$ cat src/rtl/fetch_align_unit.sv
`default_nettype none
// fetch_align_unit: PC generation, instruction fetch and 16/32-bit alignment into the IF/ID register.
// Define FETCH_RVC_EN to enable compressed-instruction support (halfword buffer + REFILL state).
module fetch_align_unit #(
  parameter logic [31:0] RESET_PC  = 32'h0000_0000,
  parameter logic [31:0] NOP_INSTR = 32'h0000_0013
) (
  input  logic        clk_i,
  input  logic        rst_i,
  input  logic        Stall_i,
  input  logic        Flush_i,
  input  logic        Redirect_i,
  input  logic [31:0] Redirect_pc_i,
  output logic [31:0] imem_addr_o,
  input  logic [31:0] imem_data_i,
  output logic [31:0] IFID_instr_o,
  output logic [31:0] IFID_pc_o,
  output logic        IFID_valid_o,
  output logic        IFID_is_c_o
);

  logic [31:0] pc;
  logic [31:0] pc_nxt;
  logic [31:0] redirect_pc;
  logic [31:0] step_instr;
  logic        step_valid;
  logic        step_c;

`ifdef FETCH_RVC_EN
  typedef enum logic [0:0] {
    RUN    = 1'b0,
    REFILL = 1'b1
  } state_t;

  state_t      state;
  logic [15:0] half_buf;
  logic [15:0] half_buf_nxt;
  logic        half_buf_v;
  logic        half_buf_v_nxt;
  logic        lo_is_c;
  logic        buf_is_c;

  assign redirect_pc = Redirect_pc_i & 32'hFFFF_FFFE;
  assign lo_is_c     = (imem_data_i[1:0] != 2'b11);
  assign buf_is_c    = (half_buf[1:0] != 2'b11);

  // Upper half of an odd-aligned instruction lives in the next word.
  always_comb begin
    imem_addr_o = {pc[31:2], 2'b00};
    if (state == RUN && pc[1] && half_buf_v)
      imem_addr_o = {pc[31:2] + 30'd1, 2'b00};
  end

  always_comb begin
    step_instr     = NOP_INSTR;
    step_valid     = 1'b0;
    step_c         = 1'b0;
    pc_nxt         = pc;
    half_buf_nxt   = half_buf;
    half_buf_v_nxt = half_buf_v;
    if (state == REFILL || (pc[1] && !half_buf_v)) begin
      half_buf_nxt   = imem_data_i[31:16];
      half_buf_v_nxt = 1'b1;
    end else if (!pc[1]) begin
      step_valid = 1'b1;
      if (lo_is_c) begin
        step_instr     = {16'h0000, imem_data_i[15:0]};
        step_c         = 1'b1;
        pc_nxt         = pc + 32'd2;
        half_buf_nxt   = imem_data_i[31:16];
        half_buf_v_nxt = 1'b1;
      end else begin
        step_instr     = imem_data_i;
        pc_nxt         = pc + 32'd4;
        half_buf_v_nxt = 1'b0;
      end
    end else begin
      step_valid = 1'b1;
      if (buf_is_c) begin
        step_instr     = {16'h0000, half_buf};
        step_c         = 1'b1;
        pc_nxt         = pc + 32'd2;
        half_buf_v_nxt = 1'b0;
      end else begin
        step_instr     = {imem_data_i[15:0], half_buf};
        pc_nxt         = pc + 32'd4;
        half_buf_nxt   = imem_data_i[31:16];
        half_buf_v_nxt = 1'b1;
      end
    end
  end
`else
  assign redirect_pc = Redirect_pc_i & 32'hFFFF_FFFC;
  assign imem_addr_o = {pc[31:2], 2'b00};
  assign step_instr  = imem_data_i;
  assign step_valid  = 1'b1;
  assign step_c      = 1'b0;
  assign pc_nxt      = pc + 32'd4;
`endif

  always_ff @(posedge clk_i) begin
    if (rst_i) begin
      pc           <= RESET_PC & 32'hFFFF_FFFE;
`ifdef FETCH_RVC_EN
      state        <= RUN;
      half_buf     <= 16'h0000;
      half_buf_v   <= 1'b0;
`endif
      IFID_instr_o <= NOP_INSTR;
      IFID_pc_o    <= RESET_PC;
      IFID_valid_o <= 1'b0;
      IFID_is_c_o  <= 1'b0;
    end else begin
      if (Redirect_i) begin
        pc         <= redirect_pc;
`ifdef FETCH_RVC_EN
        half_buf_v <= 1'b0;
        state      <= Redirect_pc_i[1] ? REFILL : RUN;
`endif
      end else if (!Stall_i) begin
        pc         <= pc_nxt;
`ifdef FETCH_RVC_EN
        half_buf   <= half_buf_nxt;
        half_buf_v <= half_buf_v_nxt;
        state      <= RUN;
`endif
      end

      if (Flush_i) begin
        IFID_instr_o <= NOP_INSTR;
        IFID_pc_o    <= pc;
        IFID_valid_o <= 1'b0;
        IFID_is_c_o  <= 1'b0;
      end else if (!Stall_i) begin
        IFID_instr_o <= step_instr;
        IFID_pc_o    <= pc;
        IFID_valid_o <= step_valid;
        IFID_is_c_o  <= step_c;
      end
    end
  end

endmodule
`default_nettype wire
$ cat config.mk
export PLATFORM = sky130hd
export DESIGN_NAME = fetch_align_unit
export DESIGN_NICKNAME = d
export VERILOG_FILES = /design/src/rtl/fetch_align_unit.sv
export SDC_FILE = /design/constraint.sdc
export NUM_CORES = 1
export LEC_CHECK = 0
export BUFFER_PORTS_ARGS = -buffer_cell sky130_fd_sc_hd__buf_4
export CAP_MARGIN = 20
export CORE_ASPECT_RATIO = 1.4
export CORE_UTILIZATION = 48
export DETAILED_ROUTE_END_ITERATION = 8
export GPL_ROUTABILITY_DRIVEN = 0
export PLACE_DENSITY = 0.8
export SYNTH_ARGS = -nofsm -noshare
export SYNTH_HDL_FRONTEND = slang
export SYNTH_SLANG_ARGS = --single-unit
$ cat constraint.sdc
create_clock -name clk_i -period 2.2 [get_ports clk_i]
set_input_delay 0 -clock clk_i [delete_from_list [all_inputs] [get_ports clk_i]]
set_output_delay 0 -clock clk_i [all_outputs]
set_load 0.005 [all_outputs]
After elaboration in Yosys (flattened, before gate mapping)
Cells that the tools add are included.

Add/subtract/negate cells: 1. Eq/ne operators: 2. Muxes and demuxes: 4. Reduce and logical (&&, ||, !) cells: 2.

Operators by type and width (count): $mux W32 (4); $add A32 B3 Y32 const B (1); $ne A2 B1 Y1 const B (2); $reduce_or A2 Y1 (2).

Flip-flop bits (word level): 97. Bits of input ports: 69. Output and inout bits: 98.

Logic depth before layout (Yosys ltp)
Gate-level depths: netlist of the first run.

Depth after elaboration: 3. Depth in mapped cells: 6.

Worst setup path after synthesis of the first run
Ideal clock, no wire load.

Kind: register -> register. Start point: register pc[12]. End point: register pc[31]. Arrival: 1805 ps. Required time: 2078 ps. Setup slack: 273 ps. Stages on the path, launching flop included: 7. Buffers on the path: 2. Period minus slack after synthesis: 1927 ps. Cells stage by stage: dfxtp_1 -> nand4_2 -> or3_1 -> buf_2 -> buf_4 -> or2_0 -> a311o_1.

Longest elaborated chain between the ends: 3.

RTL lines: start: declaration (line 22) `logic [31:0] pc;`; start signal: assignment (line 103) `pc <= RESET_PC & 32'hFFFF_FFFE;`; start signal: assignment (line 115) `pc <= redirect_pc;`; start signal: assignment (line 121) `pc <= pc_nxt;`; $add A32 B3 Y32 (line 98) `assign pc_nxt = pc + 32'd4;`; $mux W32 (line 120) `end else if (!Stall_i) begin`; $mux W32 (line 114) `if (Redirect_i) begin`.

Every way passes these cells. The select of a mux whose other input is x is not followed. A chain may end at the register's enable or synchronous reset.

Final worst setup path of the first run
Start point: register pc[7]. End point: register pc[25].

Same word-level chain as after synthesis.

==> results of run 1 <==
==> state kept, by name, summed over array words and instances (netlist names) <==
register,count
pc,30
IFID_instr_o,32
IFID_valid_o,1
IFID_pc_o,30
==> where the power goes <==
group	internal (W)	switching, W
Combinational	0.000359	0.000271
Clock	0.000968	0.000640
Sequential	0.00177	0.0000810
==> what timing repair did <==
action | CTS | global route
hold buffers | 59 | 0
gates resized for setup | 0 | 1
setup endpoints to repair | 0 | 2
endpoints found under the hold margin | 56 | 0
==> cells in the mapped netlist (3+ instances only) <==
master and count:
or4_1 8, nand4_1 5, nand3b_1 5, or2_2 3, nor2_1 54, or3_1 8
o21ai_0 5, nand3_1 9, a311oi_1 10, a21oi_1 37, a31oi_1 3, o31ai_1 6
nor3_1 8, o211ai_1 3, nor4_1 7, inv_1 10, dfxtp_1 93, nand2_1 80
clkbuf_1 27, xor2_1 3, mux2i_1 33, xnor2_1 9, buf_4 6, a211oi_1 12
==> cell families after synthesis <==
group           share of synthesized area (%)
xor+xnor                                 2.61
simple gates                             24.1
fa+ha+maj                               0.311
flops                                    46.3
buf+inv                                  5.10
other cells                            0.0933
mux                                      8.21
compound gates                           13.3
==> tightest hold or removal path, stage by stage <==
cell and delay (ns):
buf_4 0.11, nor2_1 0.12, a211oi_1 0.07
==> stage by stage <==
stage          worst slack [ns]  power [W]  hold slack [ns]  area, um2
2_1_floorplan             0.273    0.00211            0.115       4040
3_3_place_gp              0.216    0.00240            0.211       5370
3_5_place_dp              0.134    0.00242            0.232       5370
4_1_cts                   0.132    0.00408          0.00271       6270
5_1_grt                0.000598    0.00423           0.0147       6280
6_report                  0.136    0.00409          0.00412       6280
==> path summary, 6_finish.rpt <==
| path | to | slack (ns) | from |
|---|---|---|---|
| worst min register to register | IFID_pc_o[8]$_SDFFE_PP0P_ | 0.45 | IFID_pc_o[8]$_SDFFE_PP0P_ |
| worst max register to register | pc[25]$_SDFFE_PP0P_ | 0.14 | pc[7]$_SDFFE_PP0P_ |
| worst min-delay path | pc[16]$_SDFFE_PP0P_ | 0.004 | Redirect_pc_i[16] |
| worst max-delay path | pc[25]$_SDFFE_PP0P_ | 0.14 | pc[7]$_SDFFE_PP0P_ |
==> cells in the final DEF (no fill, tap or decap), drive strengths merged, types with 9 or more instances in the layout <==
cell / synthesis / final
clkbuf: 27 / 12
dlygate4sd3: 0 / 59
nand3: 9 / 9
a211oi: 12 / 12
inv: 11 / 11
a21oi: 37 / 37
nand2: 80 / 80
mux2i: 33 / 33
xnor2: 9 / 9
nor2: 54 / 54
buf: 10 / 182
dfxtp: 93 / 93
a311oi: 10 / 10
==> routing by layer <==
layer  share of wire, %  routed length, um  track usage (%)  vias to the layer above
li1                   -                  -                -                     2095
met1                 38               4850             32.5                     2040
met2                 53               6860             55.7                      160
met3                6.6                857             6.26                       31
met4                2.7                348             14.8                        0
met5                  0                  0                0                        -
==> area by class of cell <==
cell class | count | area share [%]
Multi-Input combinational cell | 338 | 31.5
Sequential cell | 93 | 29.7
Inverter | 11 | 0.658
Timing Repair Buffer | 241 | 31.2
Tap cell | 102 | 2.03
Clock inverter | 4 | 0.718
Clock buffer | 12 | 4.25
==> reports/qor.yml, run 1 <==
status: "completed"
synth_flop_cell: "dfxtp_1"
num_antenna_cells: 0
dp_cells: 726
io_pins: 167
clkSinkCount: 93
finish.utilization_pct: 77.0
cap_violations: 0
crit_chain: "nand4_1, or3b_1, or4_1, a311oi_1"
synth_area_leader_cell: "dfxtp_1"
cp.depth: 4
regArea_um2: 1860
fin_setup_tns_ns: 0
post-route-period-util_pct: 93.8
ant_nets: 0
min_period_ns: 2.06
clockRootBuffer: "clkbuf_16"
rsz0062_at_grt: "no"
power_density_nw_per_um2: 652
clockBufferDepth: 2
syn_inst: 475
wire_per_inst_um: 16.1
cp-start-kind: "flop"
r2r.worst_path.cells: 4
finalWirelength_mm: 12.9
crit_required_ns: 2.45
initial_utilization_pct: 49.3
core_um2: 8150
grt_max_degree: 46
first_global_vias: 4369
io_buffers: 159
slowest_delay_ns: 0.58
yosys-top-cells-area: "dfxtp_1 46%, mux2i_1 8.2%, nand2_1 7.5%, nor2_1 5.0%, a21oi_1 4.6%"
nNetsFinal: 764
critPathBufInv: 0
yosysTopAreaCellShare_pct: 46.3
grt_pass1_wl_mm: 20.3
antenna_found_initial: 0
ys_types: 47
drv_slew: 0
rows: 39
max-slew-margin-rel_pct: 51.3
vias: 4326
h-tree-depth: 3
fmax_ghz: 0.485
drive_gt1_share_pct: 29.5
hp-class: "primary input to flop"
async_flop_share_pct: 0
die_y_um: 110
place_hpwl_mm: 8.07
fill_cells: 556
hold_depth: 3
cts_tree: "yes"
clkTransAtPathRegs_ns: 0.06
overflow: 0
area_delta_synth_final_pct: 56.1
worstSetupPathType: "flop to flop"
synth_area_per_cell_um2: 8.47
die_area_um2: 8750
die_width_um: 79.4
yosysWarnings: 0
setup-violations-final: 0
grt_usage_pct: 30.2
cp_data_arrival_time_ns: 2.32
fin_cells: 801
clk_latency_ns: 0.34
synth-seq-cells: 93
critPathMaxFanout: 9
firstDrtPassIters: 4
critPathCaptureType: "flop"
ir_worst_vdd_mv: 0.491
seq_area_frac_synth_pct: 46.3
multi_input_area_um2: 1980
syn-cell-area_um2: 4020
synth_edf_count: 0
slowest_stage: "or3b_1"
worstMarginPinSlew_ns: 0.729
path_delay_family: "simple AND/OR/NAND/NOR gates"
skew_ns: 0.00428
numCtsBuffers: 9
drt_iter0_drc: 236
drc_errors: 0
viasPerCell: 5.40
post-cts-setup-buffer-count: 0
finalHoldViolCount: 0
p_leak_nw: 2.70
Power figures use the tool's default switching activity.
==> run 2, diff against run 1 <==
Settings changed: CORE_ASPECT_RATIO 1.4 to 0.75.
==> reports/qor.yml, run 2 (synthesis results as in run 1) <==
firstDrtPassIters: 5  # was 4
min_period_ns: 2.06  # about the same
final_common_cell: "buf_4"  # unchanged
slowest_stage: "dfxtp_1"  # was or3b_1
clockBufferDepth: 2  # unchanged
drive_gt1_share_pct: 29.1  # was 29.5%
grt_pass1_wl_mm: 20.1  # was 20.3 mm
hp-class: "primary input to flop"  # unchanged
place_area_um2: 5360  # was 5370 um2
drv_slew: 0  # unchanged
power_density_nw_per_um2: 569  # was 652 nW/um2
hold_slack_ns: 0.0484  # was 0.00412 ns
crit_chain: "nand4_1, buf_4, or3_1, or3_1, a311oi_1"  # was nand4_1, or3b_1, or4_1, a311oi_1
rows: 28  # was 39
fin_cells: 813  # was 801
cts_tree: "yes"  # unchanged
grt_usage_pct: 29.7  # was 30.2%
critPathMaxFanout: 10  # was 9
path_common_cell: "or3_1"
post-route-period-util_pct: 93.6  # was 93.8%
p_switching_w: 0.000991  # was 0.000992 W
area_delta_synth_final_pct: 55.3  # was 56.1%
cp_data_arrival_time_ns: 2.34  # was 2.32 ns
nNetsFinal: 773  # was 764
cap_violations: 0  # unchanged
initial_utilization_pct: 50.3  # was 49.3%
layout_common_cells: "180 x buf_4, 92 x dfxtp_1, 80 x nand2_1"  # was 182 x buf_4, 93 x dfxtp_1, 80 x nand2_1
die_width_um: 108  # was 79.4 um
slowest_delay_ns: 0.41  # was 0.58 ns
viasPerCell: 5.48  # was 5.40
io_pins: 167  # unchanged
clockRootBuffer: "clkbuf_8"  # was clkbuf_16
status: "completed"  # unchanged
critPathCaptureType: "flop"  # unchanged
max-slew-margin-rel_pct: 50.1  # was 51.3%
vias: 4454  # was 4,326
die_area_um2: 8750  # about the same
p_leak_nw: 2.68  # was 2.70 nW
critPathBufInv: 1  # was 0
core_um2: 7990  # was 8150 um2
setup-violations-final: 0  # unchanged
fill_cells: 514  # was 556
skew_ns: 0.0131  # was 0.00428 ns
io_buffers: 159  # unchanged
fmax_ghz: 0.486  # was 0.485 GHz
numCtsBuffers: 9  # unchanged
drc_errors: 0  # unchanged
first_global_vias: 4151  # was 4,369
ir_worst_vdd_mv: 0.331  # was 0.491 mV
drt_iter0_drc: 271  # was 236
p_clk_share_pct: 29.6  # was 39.3%
clkTransAtPathRegs_ns: 0.09  # was 0.06 ns
regMostFlops: "IFID_instr_o"  # unchanged
die_y_um: 81.3  # was 110 um
grt_max_degree: 48  # was 46
p_int_w: 0.00257  # was 0.00310 W
clkSinkCount: 93  # unchanged
largest_reg_flops: 32  # unchanged
p_comb_share_pct: 18.3  # was 15.4%
design_area_um2: 6250  # was 6280 um2
worstSetupPathType: "flop to flop"  # unchanged
overflow: 0  # unchanged
h-tree-depth: 3  # unchanged
finalWirelength_mm: 13.2  # was 12.9 mm
clk_latency_ns: 0.37  # was 0.34 ns
seq_power_share_pct: 52.1  # was 45.3%
finalHoldViolCount: 0  # unchanged
rsz0062_at_grt: "no"  # unchanged
num_antenna_cells: 0  # unchanged
worstMarginPinSlew_ns: 0.747  # was 0.729 ns
place_hpwl_mm: 8.13  # was 8.07 mm
wire_per_inst_um: 16.2  # was 16.1 um
path_delay_family: "simple AND/OR/NAND/NOR gates"  # unchanged
reg_top3: "IFID_instr_o x32, IFID_pc_o x30, pc x30"  # unchanged
cp-start-kind: "flop"  # unchanged
dp_cells: 727  # was 726
crit_required_ns: 2.48  # was 2.45 ns
ant_nets: 0  # unchanged
swShare_pct: 27.9  # was 24.3%
fin_setup_tns_ns: 0  # unchanged
antenna_found_initial: 0  # unchanged
## run 2: cell count changes in the layout (fill, tap and decap cells not counted), sizes merged
cell / change
inv: +3
dlygate4sd3: +11
clkbuf: -2
bufinv: -1
buf: -2
## run 2: worst paths after layout
check	start	to	slack, ns	depth (start not counted)
setup / recovery	pc[7]$_SDFFE_PP0P_	pc[17]$_SDFFE_PP0P_	0.14	5
hold / removal	Redirect_pc_i[28]	pc[28]$_SDFFE_PP0P_	0.05	5
setup reg to reg	pc[7]$_SDFFE_PP0P_	pc[17]$_SDFFE_PP0P_	0.14	5
hold reg to reg	IFID_pc_o[22]$_SDFFE_PP0P_	IFID_pc_o[22]$_SDFFE_PP0P_	0.46	2
## run 2: area by class of cell
type | instances | area, um2 | share of cell area (%)
clock buffers | 10 | 128 | 2.04
clock inverters | 6 | 45.0 | 0.721
inverters | 11 | 41.3 | 0.661
multi-input cells | 338 | 1990 | 31.8
flip-flops and latches | 93 | 1860 | 29.8
well taps | 105 | 131 | 2.10
repair buffers | 250 | 2050 | 32.9
## run 2: timing repair
item                                    4_1_cts  5_1_grt
gates resized for setup                       0        4
endpoints found under the setup margin        0        7
endpoints found under the hold margin        71        0
hold buffers                                 70        0
buffers inserted                              0        0
## run 2: power groups by stage
stage | logic [W] | registers, W | clock network (W)
floorplan | 0.000224 | 0.00189 | 0
global placement | 0.000523 | 0.00188 | 0
detailed placement | 0.000532 | 0.00189 | 0
CTS | 0.000635 | 0.00185 | 0.00107
global route | 0.000702 | 0.00186 | 0.00111
finish | 0.000653 | 0.00185 | 0.00105
## run 2: metal layers
| metal | up-vias | share of wire (%) | GRT usage [%] |
|---|---|---|---|
| met3 | 35 | 6.2 | 7.46 |
| li1 | 2108 | - | - |
| met5 | - | 0 | 0 |
| met4 | 0 | 2.4 | 12.2 |
| met2 | 171 | 51 | 52.1 |
| met1 | 2140 | 40 | 35.0 |
## run 2: stage by stage
stage | setup slack (ns) | util (%) | power (W)
after detailed placement | 0.117 | 67.1 | 0.00242
after global placement | 0.220 | 67.1 | 0.00240
after floorplan | 0.273 | - | 0.00211
after global routing | 0.00365 | 78.2 | 0.00368
after CTS | 0.0968 | 78.0 | 0.00355
final | 0.142 | 78.2 | 0.00356
## run 2: worst min-delay path, delay by kind of cell
kind                   cells  cell delay (ns)
buffers and inverters      1             0.08
AO/OA/AOI/OAI              3             0.26
AND/OR/NAND/NOR            1             0.05
